## src/rtl/rv32_pkg.sv

```systemverilog
// Shared RV32 pipeline constants: register-file geometry and the operand-select encoding.
package rv32_pkg;

  localparam int unsigned NUM_WIDTH = 5;
  localparam int unsigned NUM_REGS  = 32;
  localparam int unsigned SEL_RF    = 0;

  // Completion-bus select code sits just past the last forwarding stage.
  function automatic int unsigned SEL_LO(input int unsigned fwd_stages);
    return fwd_stages + 1;
  endfunction

endpackage

```

## src/rtl/fwd_select.sv

```systemverilog
// Priority search for one EX source: nearest writing stage, then the long-latency completion bus.
module fwd_select #(
  parameter int unsigned NUM_WIDTH  = rv32_pkg::NUM_WIDTH,
  parameter int unsigned FWD_STAGES = 2,
  parameter int unsigned SEL_W      = 2
) (
  input  logic [NUM_WIDTH-1:0]            src,
  input  logic [FWD_STAGES*NUM_WIDTH-1:0] fwd_rd,
  input  logic [FWD_STAGES-1:0]           fwd_regwr,
  input  logic [FWD_STAGES-1:0]           fwd_ready,
  input  logic                            lo_done,
  input  logic [NUM_WIDTH-1:0]            lo_done_rd,
  output logic [SEL_W-1:0]                sel,
  output logic                            hit,
  output logic                            hit_ready
);
  import rv32_pkg::*;

  always_comb begin
    sel       = SEL_W'(SEL_RF);
    hit       = 1'b0;
    hit_ready = 1'b1;
    if (src != '0) begin
      // Stage 0 is scanned first, so the first match found is the youngest producer.
      for (int unsigned k = 0; k < FWD_STAGES; k++) begin
        if (!hit && fwd_regwr[k] && (fwd_rd[k*NUM_WIDTH +: NUM_WIDTH] == src)) begin
          hit       = 1'b1;
          hit_ready = fwd_ready[k];
          sel       = SEL_W'(k + 1);
        end
      end
      if (!hit && lo_done && (lo_done_rd == src)) begin
        hit = 1'b1;
        sel = SEL_W'(SEL_LO(FWD_STAGES));
      end
    end
  end

endmodule

```

## src/rtl/fwd_hazard_unit.sv

```systemverilog
// Operand bypass selection, load-use / long-latency stall generation and busy scoreboard for EX.
module fwd_hazard_unit #(
  parameter int unsigned  NUM_WIDTH  = rv32_pkg::NUM_WIDTH,
  parameter int unsigned  NUM_REGS   = rv32_pkg::NUM_REGS,
  parameter int unsigned  FWD_STAGES = 2,
  parameter int unsigned  CNT_W      = 16,
  localparam int unsigned SEL_W      = $clog2(FWD_STAGES + 2)
) (
  input  logic                            clk,
  input  logic                            rst,
  input  logic                            ex_valid,
  input  logic [NUM_WIDTH-1:0]            ex_rs1,
  input  logic [NUM_WIDTH-1:0]            ex_rs2,
  input  logic [NUM_WIDTH-1:0]            ex_rd,
  input  logic                            ex_regwr,
  input  logic [FWD_STAGES*NUM_WIDTH-1:0] fwd_rd,
  input  logic [FWD_STAGES-1:0]           fwd_regwr,
  input  logic [FWD_STAGES-1:0]           fwd_ready,
  input  logic                            lo_issue,
  input  logic [NUM_WIDTH-1:0]            lo_rd,
  input  logic                            lo_done,
  input  logic [NUM_WIDTH-1:0]            lo_done_rd,
  output logic [SEL_W-1:0]                ex_rs1src,
  output logic [SEL_W-1:0]                ex_rs2src,
  output logic                            stall,
  output logic [NUM_REGS-1:0]             busy_vec,
  output logic [CNT_W-1:0]                stall_cnt
);
  import rv32_pkg::*;

  logic [SEL_W-1:0]    sel1, sel2;
  logic                hit1, hit2, hit1_ready, hit2_ready;
  logic [NUM_REGS-1:0] busy_q, busy_d;
  logic [CNT_W-1:0]    cnt_q;
  logic                active, load_use, busy_block, waw;

  fwd_select #(.NUM_WIDTH(NUM_WIDTH), .FWD_STAGES(FWD_STAGES), .SEL_W(SEL_W)) u_sel_rs1 (
    .src(ex_rs1), .fwd_rd(fwd_rd), .fwd_regwr(fwd_regwr), .fwd_ready(fwd_ready),
    .lo_done(lo_done), .lo_done_rd(lo_done_rd),
    .sel(sel1), .hit(hit1), .hit_ready(hit1_ready)
  );

  fwd_select #(.NUM_WIDTH(NUM_WIDTH), .FWD_STAGES(FWD_STAGES), .SEL_W(SEL_W)) u_sel_rs2 (
    .src(ex_rs2), .fwd_rd(fwd_rd), .fwd_regwr(fwd_regwr), .fwd_ready(fwd_ready),
    .lo_done(lo_done), .lo_done_rd(lo_done_rd),
    .sel(sel2), .hit(hit2), .hit_ready(hit2_ready)
  );

  always_comb begin
    active     = ex_valid && !rst;
    load_use   = (hit1 && !hit1_ready) || (hit2 && !hit2_ready);
    // x0 never gets a busy bit, so an unused source encoded as x0 cannot block.
    busy_block = (busy_q[ex_rs1] && !hit1) || (busy_q[ex_rs2] && !hit2);
    waw        = ex_regwr && busy_q[ex_rd] && !(lo_done && (lo_done_rd == ex_rd));
    stall      = active && (load_use || busy_block || waw);
    ex_rs1src  = active ? sel1 : '0;
    ex_rs2src  = active ? sel2 : '0;
  end

  // Clear before set so a same-edge issue to a completing register stays busy.
  always_comb begin
    busy_d = busy_q;
    if (lo_done)
      busy_d[lo_done_rd] = 1'b0;
    if (lo_issue && !stall)
      busy_d[lo_rd] = 1'b1;
    busy_d[0] = 1'b0;
  end

  always_ff @(posedge clk or posedge rst) begin
    if (rst) begin
      busy_q <= '0;
      cnt_q  <= '0;
    end else begin
      busy_q <= busy_d;
      if (stall && (cnt_q != '1))
        cnt_q <= cnt_q + 1'b1;
    end
  end

  assign busy_vec  = busy_q;
  assign stall_cnt = cnt_q;

  a_no_issue_on_stall: assert property (@(posedge clk) disable iff (rst) !(lo_issue && stall));

endmodule

```

## config.mk

```make
export PLATFORM = sky130hd
export DESIGN_NAME = fwd_hazard_unit
export DESIGN_NICKNAME = d
export VERILOG_FILES = /design/src/rtl/rv32_pkg.sv /design/src/rtl/fwd_select.sv /design/src/rtl/fwd_hazard_unit.sv
export SDC_FILE = /design/constraint.sdc
export NUM_CORES = 1
export LEC_CHECK = 0
export BUFFER_PORTS_ARGS = -buffer_cell sky130_fd_sc_hd__buf_2
export CAP_MARGIN = 40
export CORE_AREA = 4 4 83 116
export CTS_CLUSTER_DIAMETER = 60
export DETAILED_ROUTE_END_ITERATION = 12
export DIE_AREA = 0 0 87 120
export GPL_TIMING_DRIVEN = 1
export PLACE_DENSITY = 0.71
export SLEW_MARGIN = 40
export SYNTH_ARGS = -nofsm -noshare
export SYNTH_HDL_FRONTEND = slang
export SYNTH_HIERARCHICAL = 1
export SYNTH_SLANG_ARGS = --single-unit
```

## constraint.sdc

```tcl
create_clock -name clk -period 2.35 [get_ports clk]
set_clock_uncertainty 0.05 [all_clocks]
set_input_delay 0.235 -clock clk [delete_from_list [all_inputs] [get_ports clk]]
set_output_delay 0.235 -clock clk [all_outputs]
set_load 0.05 [all_outputs]
```

==> results of run 1 <==
## per-layer routing
metal / wire length, um / track usage [%]
met5: 0 / 0
met4: 773 / 13.7
met3: 896 / 4.40
met2: 7560 / 47.3
met1: 4840 / 28.1
## cell families (layout without fill, tap and decap cells)
family,count (synthesis),count (layout),share of synthesized area (%)
adder cells (fa/ha/maj),1,1,0.330
XOR/XNOR,47,47,10.9
buffers and inverters,30,228,4.33
AO/OA/AOI/OAI,107,108,19.7
flip-flops,47,47,31.1
multiplexers,35,35,15.0
AND/OR/NAND/NOR,111,111,18.6
other,1,1,0.0990
## registers in the layout, indices dropped and copies added (netlist names)
register and count:
busy_vec 31, stall_cnt 16
## synthesized netlist by cell type, types with 2 or more instances
master	count	area, um^2
nor2b_1	5	31.3
mux2i_1	11	110
or4_4	2	22.5
a21oi_1	9	45.0
nand3_1	17	85.1
a31oi_1	3	18.8
o21ai_0	34	170
nor4_1	5	31.3
buf_2	5	25.0
mux4_2	13	293
clkbuf_1	6	22.5
and2_1	4	25.0
nor3_1	4	20.0
xor2_1	32	280
and3_2	2	15.0
mux2_4	3	45.0
xnor2_1	15	131
nand2_1	13	48.8
a2111oi_1	2	20.0
a311oi_1	5	43.8
dfrtp_1	47	1180
nand2b_1	4	25.0
or3_1	4	25.0
mux4_1	2	52.6
o31ai_1	31	233
nor2_4	2	22.5
buf_4	2	15.0
a21oi_2	3	26.3
or3b_2	4	35.0
and3_1	4	25.0
nand3b_1	16	120
nor4_2	4	50.1
buf_6	5	56.3
inv_1	12	45.0
mux2_2	6	67.6
nor2_2	2	12.5
nand4_1	3	18.8
a211oi_1	9	67.6
nor2_1	10	37.5
## final timing paths
kind	start	to	slack, ns	cells after the start
setup / recovery	ex_rs1[2]	stall_cnt[1]	-0.56	16
hold / removal	rst	busy_vec[3]	0.09	3
setup reg to reg	busy_vec[9]	stall_cnt[1]	-0.39	9
hold reg to reg	stall_cnt[7]	stall_cnt[7]	0.43	1
max in group asynchronous	rst	stall_cnt[4]	1.71	3
min in group clk	lo_rd[4]	busy_vec[18]	0.35	3
## cell type report
class	instances	area (um^2)	share of cell area [%]
multi-input combinational	303	2940	49.7
timing repair buffer	208	1460	24.6
sequential	47	1190	20.1
inverter	12	48.8	0.824
tap	105	131	2.22
clock buffer	7	143	2.41
clock inverter	1	8.76	0.148
## through the flow
step                      instance area (um^2)  total power, mW
final                                     5920             4.56
after global routing                      5920             4.76
after CTS                                 5570             4.43
after detailed placement                  5100             3.58
after global placement                    5100             3.54
after floorplan                           3890             2.69
## worst max-delay path, cell delays in order
cell and delay, ns:
buf_8 0.11, buf_6 0.11, xor2_1 0.15, nor4_1 0.33, and3_1 0.27, a31oi_2 0.08
a21oi_2 0.24, nand2b_4 0.10, nand3b_1 0.15, a311oi_2 0.08, nor3_4 0.30, a21oi_4 0.14
buf_6 0.16, buf_6 0.13, a21oi_4 0.14, mux2_4 0.31
## repair_timing
action / CTS / global route
gates cloned: 1 / 0
buffers inserted: 8 / 12
gates resized for setup: 51 / 52
pin swaps: 15 / 35
setup endpoints to repair: 48 / 48
## power groups by stage
stage	Sequential [mW]	Clock, mW	Combinational [mW]
2_1_floorplan	1.96	0	0.729
4_1_cts	1.23	0.739	2.46
3_3_place_gp	1.23	0	2.31
5_1_grt	1.27	0.770	2.72
3_5_place_dp	1.24	0	2.34
6_report	1.24	0.734	2.58
==> reports/metrics.cfg, run 1 <==
[global_routing]
overflow = 0
grt_max_degree = 48
grt_usage_pct = 26.1
grt_pass1_wl_mm = 21.2
first_global_vias = 4171
antenna_found_initial = 0

[yosys]
postSynthAreaPerCell_um2 = 9.99
synth_edf_count = 0
synth_cells = 379
yosysSeqAreaShare_pct = 31.1
synthesis.nets = 425
synth_cell_types = 58
synth_warnings = 6
synth_area_mm2 = 0.00379
yosys_most_used_dff = dfrtp_1
ys_seq_elements = 47
ys_async_sr_fraction_pct = 100

[worst_setup_path]
path_class = in -> reg
arrival_ns = 3.04
crit_path_end_kind = flop
crit_required_ns = 2.48
crit_fanout = 4
start_kind = input pin

[detailed_routing]
post-route-drc-count = 0
drt-pass1-iter-count = 5
vias = 4088
wl_mm = 14.1
ant_nets = 0
vias_per_cell = 5.99
avgRoutedWirePerCell_um = 20.6
drt-initial-drc-count = 296

[clock_network]
clk_pin_slew_ns = 0.06
cts_hold_buffers = 0
clkLatencyLatePin_ns = 0.29
cts_buffers = 5
clock-sinks = 47
ctsRootBufferMaster = clkbuf_16
tritoncts = done
clock_path_buffers = 2
htreeDepth = 2

[sta]
relSlewSlack_pct = 55.6
rsz0062_at_grt = yes
slew_violations = 0
tns_ns = -17.59
post-route-period-util_pct = 124
final.setup.worst_slack_ns = -0.558
max_freq_ghz = 0.344
finalCriticalPeriod_ns = 2.91
report.final.setup_viol = 48
whs_ns = 0.0892
finalHoldViolations = 0
worst_pin_slew_ns = 0.664

[die]
core_mm2 = 0.00856
initial_core_util_pct = 44.3
die_area_mm2 = 0.0104
die_h_um = 120
std_cell_rows = 40
die_w_um = 87
io_pins = 98

[pwr]
p_sw_mw = 2.14
power.density_mw_per_mm2 = 770
p_seq_share_pct = 27.3
p_int_mw = 2.42
combPwrFrac_pct = 56.6
leakage_nw = 2.55
sw_frac_of_total_pct = 46.9
ir_drop_v = 0.000843
clkPwrFrac_pct = 16.1

[hold_path]
hp-class = in -> async

[placement]
place_congestion = 0.942
dp.cells = 658
place_hpwl_mm = 10.4
io_buffers = 96
dp_slack_ns = -0.822

[layout]
num-fill-cells = 637
areaGrowthSynthToFinish_pct = 56.3
final_common_cell = buf_4
layout.nets = 623
layout_common_cells = buf_4 (100), buf_2 (86), dfrtp_1 (38), o21ai_0 (34), xor2_1 (31)
fin_util_pct = 69.2
drive_gt1_share_pct = 56.9
num_antenna_cells = 0
finalNonFillerCells = 683

[run_status]
status = finished, violations left
failed_checks = negative setup slack

[run]
drv_cap = 0

No activity file was read; power rests on OpenSTA's default activity.
==> run 2: changes to the inputs <==
--- a/config.mk
+++ b/config.mk
@@ -7,12 +7,15 @@
 export LEC_CHECK = 0
 export BUFFER_PORTS_ARGS = -buffer_cell sky130_fd_sc_hd__buf_2
 export CAP_MARGIN = 40
-export CORE_AREA = 4 4 83 116
+export CELL_PAD_IN_SITES_DETAIL_PLACEMENT = 1
+export CELL_PAD_IN_SITES_GLOBAL_PLACEMENT = 1
+export CORE_AREA = 4 4 91 127
 export CTS_CLUSTER_DIAMETER = 60
 export DETAILED_ROUTE_END_ITERATION = 12
-export DIE_AREA = 0 0 87 120
+export DIE_AREA = 0 0 95 131
 export GPL_TIMING_DRIVEN = 1
-export PLACE_DENSITY = 0.71
+export PLACE_DENSITY = 0.76
+export RECOVER_POWER = 50
 export SLEW_MARGIN = 40
 export SYNTH_ARGS = -nofsm -noshare
 export SYNTH_HDL_FRONTEND = slang
==> reports/metrics.cfg, run 2 (same netlist as run 1, synthesis figures left out) <==
[run_status]
status = finished, violations left
failed_checks = negative setup slack

[worst_setup_path]
crit_required_ns = 2.48  ; about the same
start_kind = input pin
crit_fanout = 5  ; +1
arrival_ns = 3.11  ; +0.07 ns
path_class = in -> reg
crit_path_end_kind = flop

[layout]
largest_reg_flops = 31  ; unchanged
multiInputGateArea_mm2 = 0.00302  ; +2.7%
num-fill-cells = 1153  ; +81%
fin_util_pct = 58.1  ; -11 points
final_common_cell = buf_4
drive_gt1_share_pct = 56.9  ; about the same
layout.nets = 610  ; -2.1%
areaGrowthSynthToFinish_pct = 58.8
finalNonFillerCells = 702  ; +2.8%
num_antenna_cells = 0  ; unchanged
seqCellArea_mm2 = 0.00119  ; unchanged
layout_common_cells = buf_4 (88), buf_2 (84), dfrtp_1 (38), o21ai_0 (34), xor2_1 (28)

[pwr]
clkPwrFrac_pct = 17.0  ; +0.9 points
p_sw_mw = 2.27  ; +6.2%
ir_drop_v = 0.000714  ; -15%
combPwrFrac_pct = 56.9  ; +0.3 points
power.density_mw_per_mm2 = 798  ; +3.6%
sw_frac_of_total_pct = 47.4  ; +0.46 points
p_seq_share_pct = 26.1  ; -1.2 points
leakage_nw = 2.53  ; -0.98%
p_int_mw = 2.53  ; +4.3%

[sta]
finalHoldViolations = 0  ; unchanged
relSlewSlack_pct = 16.3  ; -39 points
post-route-period-util_pct = 127  ; +3.0 points
final.setup.worst_slack_ns = -0.628  ; -0.0706 ns
rsz0062_at_grt = yes
max_freq_ghz = 0.336  ; -2.4%
finalCriticalPeriod_ns = 2.98  ; +0.0706 ns
slew_violations = 0  ; unchanged
worst_pin_slew_ns = 1.26  ; +0.591 ns
report.final.setup_viol = 48  ; unchanged

[global_routing]
grt_max_degree = 48  ; unchanged
antenna_found_initial = 0  ; unchanged
overflow = 0  ; unchanged
grt_pass1_wl_mm = 23.6  ; +11%
grt_usage_pct = 25.0  ; -1.1 points
first_global_vias = 4484  ; +7.5%

[clock_network]
ctsRootBufferMaster = clkbuf_16
clock-sinks = 47  ; unchanged
clock_path_buffers = 2  ; unchanged
clk_pin_slew_ns = 0.07  ; about the same
cts_hold_buffers = 0  ; unchanged
cts_buffers = 5  ; unchanged
clkLatencyLatePin_ns = 0.30  ; about the same
htreeDepth = 2  ; unchanged
tritoncts = done

[run]
drv_cap = 0  ; unchanged

[die]
die_area_mm2 = 0.0124  ; +19%
core_mm2 = 0.0103  ; +21%
die_w_um = 95  ; +9.2%
die_h_um = 131  ; +9.2%
initial_core_util_pct = 36.6  ; -7.7 points
io_pins = 98  ; unchanged
std_cell_rows = 44  ; +10%

[detailed_routing]
wl_mm = 17.3  ; +23%
vias = 4112  ; +0.59%
drt-initial-drc-count = 203  ; -31%
vias_per_cell = 5.86  ; -2.1%
ant_nets = 0  ; unchanged
post-route-drc-count = 0  ; unchanged
avgRoutedWirePerCell_um = 24.7  ; +20%
drt-pass1-iter-count = 4  ; -1

[hold_path]
hp-class = in -> async

[placement]
place_congestion = 0.864  ; -8.3%
dp.cells = 679  ; +3.2%
dp_slack_ns = -0.892  ; -0.0699 ns
io_buffers = 96  ; unchanged
place_hpwl_mm = 11.8  ; +13%

## run 2: power by group through the flow
stage | logic (mW) | registers, mW | clock network (mW)
after global placement | 2.32 | 1.22 | 0
after global routing | 2.87 | 1.28 | 0.862
after floorplan | 0.729 | 1.96 | 0
after CTS | 2.49 | 1.23 | 0.824
final | 2.73 | 1.25 | 0.815
after detailed placement | 2.38 | 1.24 | 0
## run 2: path summary, 6_finish.rpt
kind,cells after the start,endpoint,startpoint,slack [ns]
max,14,stall_cnt[14],ex_rs2[1],-0.63
min,3,busy_vec[1],rst,0.37
max reg2reg,9,busy_vec[3],busy_vec[9],-0.49
min reg2reg,1,stall_cnt[7],stall_cnt[7],0.43
max in group asynchronous,3,stall_cnt[5],rst,1.05
min in group clk,1,stall_cnt[7],stall_cnt[7],0.43
## run 2: area by class of cell
cell class | count | area share, %
well taps | 138 | 2.87
multi-input cells | 302 | 50.3
clock buffers | 5 | 2.08
clock inverters | 2 | 0.624
repair buffers | 196 | 23.7
flip-flops and latches | 47 | 19.7
inverters | 12 | 0.770
## run 2: critical path: stages
cell and delay [ns]:
buf_6 0.12, xor2_1 0.17, nor4_1 0.30, and3_1 0.30, a31oi_1 0.11, a21oi_2 0.26
nand2b_4 0.09, nand3b_1 0.16, o32ai_2 0.10, nor3_2 0.27, a21oi_4 0.16, buf_12 0.18
a211oi_1 0.28, mux2_2 0.38
## run 2: timing repair
action / CTS / global route
buffers inserted: 10 / 8
endpoints found under the setup margin: 48 / 48
gates resized for setup: 50 / 67
cloned: 0 / 1
pin swaps: 14 / 8
## run 2: through the flow
step                      TNS, ns  power, mW  instance area (um^2)  hold WS (ns)
after floorplan             -8.36       2.69                  3890         0.212
after global placement     -25.91       3.53                  5120         0.418
after detailed placement   -31.66       3.62                  5120         0.419
after CTS                  -16.40       4.54                  5580         0.128
after global routing       -27.84       5.00                  6010         0.454
final                      -25.21       4.80                  6010         0.366
## run 2: routing by layer
layer | track usage [%] | wire (um)
met3 | 3.32 | 781
met4 | 12.9 | 861
met2 | 48.5 | 9650
met1 | 25.5 | 6050
met5 | 0 | 0
